--- src/rtl/pred_block_collector_pkg.sv ---
// Shared constants and types for the prediction block collector.
// Bank states and rounding helpers used by the top and the lane units.
package pred_block_collector_pkg;

  localparam int SAMPLE_W  = 14;
  localparam int PIXEL_W   = 8;
  localparam int SHIFT     = 6;
  localparam int ROWS      = 4;
  localparam int COLS      = 4;
  localparam int ROUND_OFS = 1 << (SHIFT - 1);

  typedef enum logic [1:0] {
    EMPTY   = 2'd0,
    FILLING = 2'd1,
    FULL    = 2'd2
  } bank_state_e;

  function automatic int round_ofs(input int sh);
    return 1 << (sh - 1);
  endfunction

endpackage

--- src/rtl/pred_round_clip.sv ---
// One interpolator lane: round-half-up shift, then clip to pixel range.
// Purely combinational so the row lands in the bank with no extra latency.
module pred_round_clip #(
  parameter int SAMPLE_W = pred_block_collector_pkg::SAMPLE_W,
  parameter int PIXEL_W  = pred_block_collector_pkg::PIXEL_W,
  parameter int SHIFT    = pred_block_collector_pkg::SHIFT
) (
  input  logic [SAMPLE_W-1:0] sample_i,
  output logic [PIXEL_W-1:0]  pixel_o
);
  import pred_block_collector_pkg::*;

  localparam logic signed [SAMPLE_W:0] OFS =
    (SAMPLE_W+1)'(round_ofs(SHIFT));
  localparam logic signed [SAMPLE_W:0] PMAX =
    (SAMPLE_W+1)'((1 << PIXEL_W) - 1);

  logic signed [SAMPLE_W:0] sum;
  logic signed [SAMPLE_W:0] shd;

  assign sum = $signed({sample_i[SAMPLE_W-1], sample_i}) + OFS;
  assign shd = sum >>> SHIFT;

  // Clip the shifted value into [0, 2^PIXEL_W-1]
  always_comb begin
    unique case (1'b1)
      shd[SAMPLE_W]: pixel_o = '0;
      (shd > PMAX):  pixel_o = '1;
      default:       pixel_o = shd[PIXEL_W-1:0];
    endcase
  end

endmodule

--- src/rtl/pred_block_collector.sv ---
// Collects rounded interpolator rows into 4x4 blocks, ping-pong banked.
// The producer never stalls: rows arriving with both banks full are dropped.
module pred_block_collector #(
  parameter int SAMPLE_W = pred_block_collector_pkg::SAMPLE_W,
  parameter int PIXEL_W  = pred_block_collector_pkg::PIXEL_W,
  parameter int SHIFT    = pred_block_collector_pkg::SHIFT,
  parameter int ROWS     = pred_block_collector_pkg::ROWS
) (
  input  logic                      CLK,
  input  logic                      RST_ASYNC_N,
  input  logic                      START,
  input  logic                      IN_VALID,
  input  logic [SAMPLE_W-1:0]       IN_SAMPLE_0,
  input  logic [SAMPLE_W-1:0]       IN_SAMPLE_1,
  input  logic [SAMPLE_W-1:0]       IN_SAMPLE_2,
  input  logic [SAMPLE_W-1:0]       IN_SAMPLE_3,
  input  logic                      DONE_ALL,
  output logic                      OUT_VALID,
  input  logic                      OUT_READY,
  output logic [ROWS*4*PIXEL_W-1:0] OUT_BLOCK,
  output logic [7:0]                OUT_BLOCK_IDX,
  output logic                      OUT_LAST,
  output logic                      OVERFLOW
);
  import pred_block_collector_pkg::*;

  localparam int RW    = (ROWS > 1) ? $clog2(ROWS) : 1;
  localparam int ROW_W = COLS * PIXEL_W;
  localparam int BLK_W = ROWS * ROW_W;
  localparam logic [RW-1:0] LAST_ROW = RW'(ROWS - 1);

  logic [SAMPLE_W-1:0] lane [COLS];
  logic [ROW_W-1:0]    row_pix;

  bank_state_e      st_q   [2];
  bank_state_e      st_d   [2];
  logic [BLK_W-1:0] mem_q  [2];
  logic [BLK_W-1:0] mem_d  [2];
  logic [7:0]       idx_q  [2];
  logic [7:0]       idx_d  [2];
  logic [1:0]       last_q, last_d;
  logic             wb_q, wb_d;
  logic             rb_q, rb_d;
  logic [RW-1:0]    row_q, row_d;
  logic [7:0]       blk_q, blk_d;
  logic             ovf_q, ovf_d;
  logic             hs;
  logic             close;

  assign lane[0] = IN_SAMPLE_0;
  assign lane[1] = IN_SAMPLE_1;
  assign lane[2] = IN_SAMPLE_2;
  assign lane[3] = IN_SAMPLE_3;

  for (genvar c = 0; c < COLS; c++) begin : g_lane
    pred_round_clip #(
      .SAMPLE_W(SAMPLE_W),
      .PIXEL_W (PIXEL_W),
      .SHIFT   (SHIFT)
    ) u_rc (
      .sample_i(lane[c]),
      .pixel_o (row_pix[c*PIXEL_W +: PIXEL_W])
    );
  end

  // State register: banks, pointers, counters, sticky overflow
  always_ff @(posedge CLK or negedge RST_ASYNC_N) begin
    if (!RST_ASYNC_N) begin
      for (int b = 0; b < 2; b++) begin
        st_q[b]  <= EMPTY;
        mem_q[b] <= '0;
        idx_q[b] <= '0;
      end
      last_q <= '0;
      wb_q   <= 1'b0;
      rb_q   <= 1'b0;
      row_q  <= '0;
      blk_q  <= '0;
      ovf_q  <= 1'b0;
    end else begin
      for (int b = 0; b < 2; b++) begin
        st_q[b]  <= st_d[b];
        mem_q[b] <= mem_d[b];
        idx_q[b] <= idx_d[b];
      end
      last_q <= last_d;
      wb_q   <= wb_d;
      rb_q   <= rb_d;
      row_q  <= row_d;
      blk_q  <= blk_d;
      ovf_q  <= ovf_d;
    end
  end

  // Next state: drain, write row, then apply end-of-CU rules
  always_comb begin
    st_d   = st_q;
    mem_d  = mem_q;
    idx_d  = idx_q;
    last_d = last_q;
    wb_d   = wb_q;
    rb_d   = rb_q;
    row_d  = row_q;
    blk_d  = blk_q;
    ovf_d  = ovf_q;
    close  = 1'b0;
    if (START) begin
      for (int b = 0; b < 2; b++) begin
        st_d[b]  = EMPTY;
        mem_d[b] = '0;
        idx_d[b] = '0;
      end
      last_d = '0;
      wb_d   = 1'b0;
      rb_d   = 1'b0;
      row_d  = '0;
      blk_d  = '0;
      ovf_d  = 1'b0;
    end else begin
      if (hs) begin
        st_d[rb_q] = EMPTY;
        rb_d       = ~rb_q;
      end
      if (IN_VALID) begin
        if (st_q[wb_q] == FULL) begin
          ovf_d = 1'b1;
        end else begin
          mem_d[wb_q][row_q*ROW_W +: ROW_W] = row_pix;
          st_d[wb_q] = FILLING;
          if (row_q == LAST_ROW) close = 1'b1;
          else                   row_d = row_q + RW'(1);
        end
      end
      if (DONE_ALL && !close) begin
        if (row_d != '0) begin
          for (int r = 0; r < ROWS; r++) begin
            if (r >= int'(row_d))
              mem_d[wb_q][r*ROW_W +: ROW_W] = '0;
          end
          close = 1'b1;
        end else if (st_d[~wb_q] == FULL) begin
          last_d[~wb_q] = 1'b1;
        end
      end
      if (close) begin
        st_d[wb_q]   = FULL;
        idx_d[wb_q]  = blk_q;
        last_d[wb_q] = DONE_ALL;
        row_d        = '0;
        wb_d         = ~wb_q;
        blk_d        = blk_q + 8'd1;
      end
    end
  end

  // Outputs: present the read bank, flag handshake
  always_comb begin
    OUT_VALID     = (st_q[rb_q] == FULL);
    OUT_BLOCK     = mem_q[rb_q];
    OUT_BLOCK_IDX = idx_q[rb_q];
    OUT_LAST      = last_q[rb_q];
    OVERFLOW      = ovf_q;
    hs            = OUT_VALID & OUT_READY;
  end

endmodule

--- config.mk ---
export PLATFORM = sky130hd
export DESIGN_NAME = pred_block_collector
export DESIGN_NICKNAME = d
export VERILOG_FILES = /design/src/rtl/pred_block_collector_pkg.sv /design/src/rtl/pred_round_clip.sv /design/src/rtl/pred_block_collector.sv
export SDC_FILE = /design/constraint.sdc
export NUM_CORES = 1
export LEC_CHECK = 0
export CAP_MARGIN = 20
export CORE_ASPECT_RATIO = 1.5
export CORE_MARGIN = 5
export CORE_UTILIZATION = 60
export DETAILED_ROUTE_END_ITERATION = 8
export PLACE_DENSITY = 0.86
export SYNTH_ARGS = -nofsm -noshare
export SYNTH_HDL_FRONTEND = slang
export SYNTH_SLANG_ARGS = --single-unit
--- constraint.sdc ---
create_clock -name CLK -period 3.9 [get_ports CLK]
set_input_delay 0.585 -clock CLK [delete_from_list [all_inputs] [get_ports CLK]]
set_output_delay 0.585 -clock CLK [all_outputs]
set_load 0.005 [all_outputs]
==> run summary <==
Most used DFF post-synth: dfrtp_1
Final Cycle Share: 0.8555
Post-synth EDFFs: 0
syn nets: 1572
Die Y: 201.7 microns
setup TNS: 0 ns
largest net degree at the start of global routing: 118
first-pass GRT wire length: 71200 microns
antenna violations before repair: 1
slew margin rel.: 0.3335
DR pass1 iterations: 6
CTS Hold Bufs: 0
post-CTS sizing: 0
Area Growth Syn to Fin: 20.49%
# IOs: 201
Synth Register Bits: 291
Final HPWL DP: 30230 microns
top cell type by total area after synthesis: dfrtp_1
FF-to-FF End: blk_q[6]$_DFFE_PN0P_
site row count: 70
required time of the critical path: 3.31 ns
worst-skew pair later-pin latency: 0.55 ns
DIE WIDTH: 137.8 microns
Post-Syn Area: 14700 sq um
I/O Buffers: 180
Initial Utilization: 0.6060
Post-Route WL: 45830 microns
commonest cells in the synthesized netlist: dfrtp_1 (291), nor2_1 (226), a22oi_1 (150)
P per Cell Area: 397.5 nW/um^2
Clk pin slew, worst setup/hold paths: 0.06 ns
crit path from: rb_q$_DFFE_PN0P_
Sw Ratio: 0.2889
Max VDD drop: 344.6 uV
Fmax: 299.7 MHz
DRC Markers: 0
Placement Cell Area: 16790 sq um
share of the synthesized area in the top cell type: 0.4953
cells on worst reg2reg path: 7
Async SR Flop Fraction: 1.000
post-synthesis cell type count: 57
maxcap violations: 0
vias per cell: 6.534
clock root cell: clkbuf_16
Clk network pwr share: 0.385
Synth Warn #: 0
GRT Residual Overflow: 0
Syn Inst Count: 1499
r2r setup slk: 1.02 ns
r2r startpoint: row_q[0]$_DFF_PN0_
first-iteration detailed-routing DRC count: 1427
setup bufs post-CTS: 0
Psw: 2.035 mW
sequential group share of total power: 0.448
WL per Instance: 23.13 microns
status: complete, no violations
core area: 24260 sq um
Setup violations, final: 0
CTS tree: built
max-slew violation count: 0
CTS Sinks: 291
Seq/Total Area, Yosys: 0.4953
synth top area cells: dfrtp_1 (50%), mux2_2 (11%), a22oi_1 (7.7%)
CTS buffer count: 28
Hold WC Path Type: input port to async pin
Power Internal: 5.007 mW
mean post-synth cell area: 9.808 sq um
crit path DAT: 2.75 ns
CP Max Fanout: 48
CP Capture Point: OUT_BLOCK[0]
clk buf depth: 3
Worst Tran Pin Value: 0.9961 ns
layout cells sized above 1: 0.1546
routability cong.: 0.9758
CP Launch Type: flop
logic gate share of total power: 0.167
post-route setup slack: 0.5635 ns
Setup WS pre-CTS: 0.7689 ns
nets: 1708
GRT Util Overall: 0.3257
Design Area, Final: 17710 sq um
LEAKAGE: 7.439 nW
via count: 12940
minimum clock period: 3.337 ns
final hold violation count: 0
Pwr Total: 7.042 mW
Setup crit end kind: output pin
RSZ-0062 raised after global routing: false
Max Clock Skew: 0.01529 ns
remaining antenna violation count: 0
die area: 27800 sq um
Max H-tree Level: 1
Crit Path Class: flop to output pin
vias in the first global route: 13000
most frequent cell after synthesis: dfrtp_1
-- sequential cells by signal, indices dropped and copies added, names as in the netlist --
name,cells
st_q,4
wb_q,1
last_q,2
idx_q,16
mem_q,256
rb_q,1
OVERFLOW,1
row_q,2
blk_q,8
-- metrics by stage --
| step | hold slack [ns] | instances | utilization |
|---|---|---|---|
| final | 0.1301 | 1981 | 0.7302 |
| after global routing | 0.2193 | 1981 | 0.7302 |
| after CTS | 0.1752 | 1980 | 0.7301 |
| after detailed placement | 0.4972 | 1929 | 0.6923 |
| after global placement | 0.4861 | 1929 | 0.6923 |
| after floorplan | 0.2894 | 1499 | - |
-- logic make-up (layout without fill, tap and decap cells) --
kind of cell | count (synthesis) | after routing | share of synthesized area
buf+inv | 132 | 289 | 0.04025
compound gates | 349 | 349 | 0.1569
fa+ha+maj | 11 | 11 | 0.009362
mux | 162 | 162 | 0.1222
xor+xnor | 14 | 14 | 0.008341
simple gates | 540 | 540 | 0.1676
other cells | 0 | 1 | 0
flops | 291 | 291 | 0.4953
-- power by group through the flow --
stage	clock network (mW)	logic [mW]	registers (mW)
5_1_grt	2.85	1.25	3.16
3_3_place_gp	0	1.12	3.20
2_1_floorplan	0	0.710	3.16
3_5_place_dp	0	1.15	3.20
6_report	2.71	1.18	3.15
4_1_cts	2.72	1.15	3.15
-- how the worst min path moves through the flow --
stage                             start               endpoint  cells past startpoint
floorplan                   RST_ASYNC_N   OVERFLOW$_DFFE_PN0P_                      0
global placement    last_q[1]$_DFF_PN0_    last_q[1]$_DFF_PN0_                      1
detailed placement  last_q[1]$_DFF_PN0_    last_q[1]$_DFF_PN0_                      1
CTS                         RST_ASYNC_N  idx_q[13]$_DFFE_PN0P_                      1
global route                RST_ASYNC_N   idx_q[7]$_DFFE_PN0P_                      1
finish                      RST_ASYNC_N   idx_q[8]$_DFFE_PN0P_                      1
-- cell type report --
class,count,area (sq um)
repair buffers,227,2217
well taps,324,405.4
clock inverters,11,90.09
diodes,1,2.502
flip-flops and latches,291,7286
fillers,1641,6546
multi-input cells,1076,6845
clock buffers,40,827.0
inverters,11,41.29
-- placed cells by master, fill, tap and decap left out, types with 6 or more instances in the layout --
master           netlist  layout
o21ai_0               35      35
and3_1                13      13
nor3_1                27      27
clkdlybuf4s50_1        0     178
nand3_1               54      54
buf_4                  5      42
xor2_1                 9       9
ha_1                  11      11
nor2_1               226     226
nand4_1               39      39
clkbuf_8               0       6
dfrtp_1              291     290
clkbuf_16              0      29
nor3b_1                6       6
or3_1                 16      16
a21oi_1              112     112
nor2b_1                6       6
inv_1                 11      11
nand2_1              119     119
clkinv_2               0       7
mux2_2               140     140
a311oi_1              12      12
a22oi_1              150     150
nand3b_1               8       8
mux2i_1               22      22
-- metal layers --
metal | part of all wire | track usage | up-vias
li1 | - | - | 5660
met1 | 0.35 | 0.4117 | 6355
met2 | 0.49 | 0.5206 | 774
met3 | 0.098 | 0.06203 | 155
met4 | 0.065 | 0.1850 | 0
met5 | 0 | 0 | -
-- worst max-delay path, cell delays in order (launching register included) --
cell and delay [ns]:
dfrtp_4 0.94, buf_4 0.37, mux2_2 0.39, clkdlybuf4s50_1 0.46
Note: power is estimated with default switching activity, not from simulation.
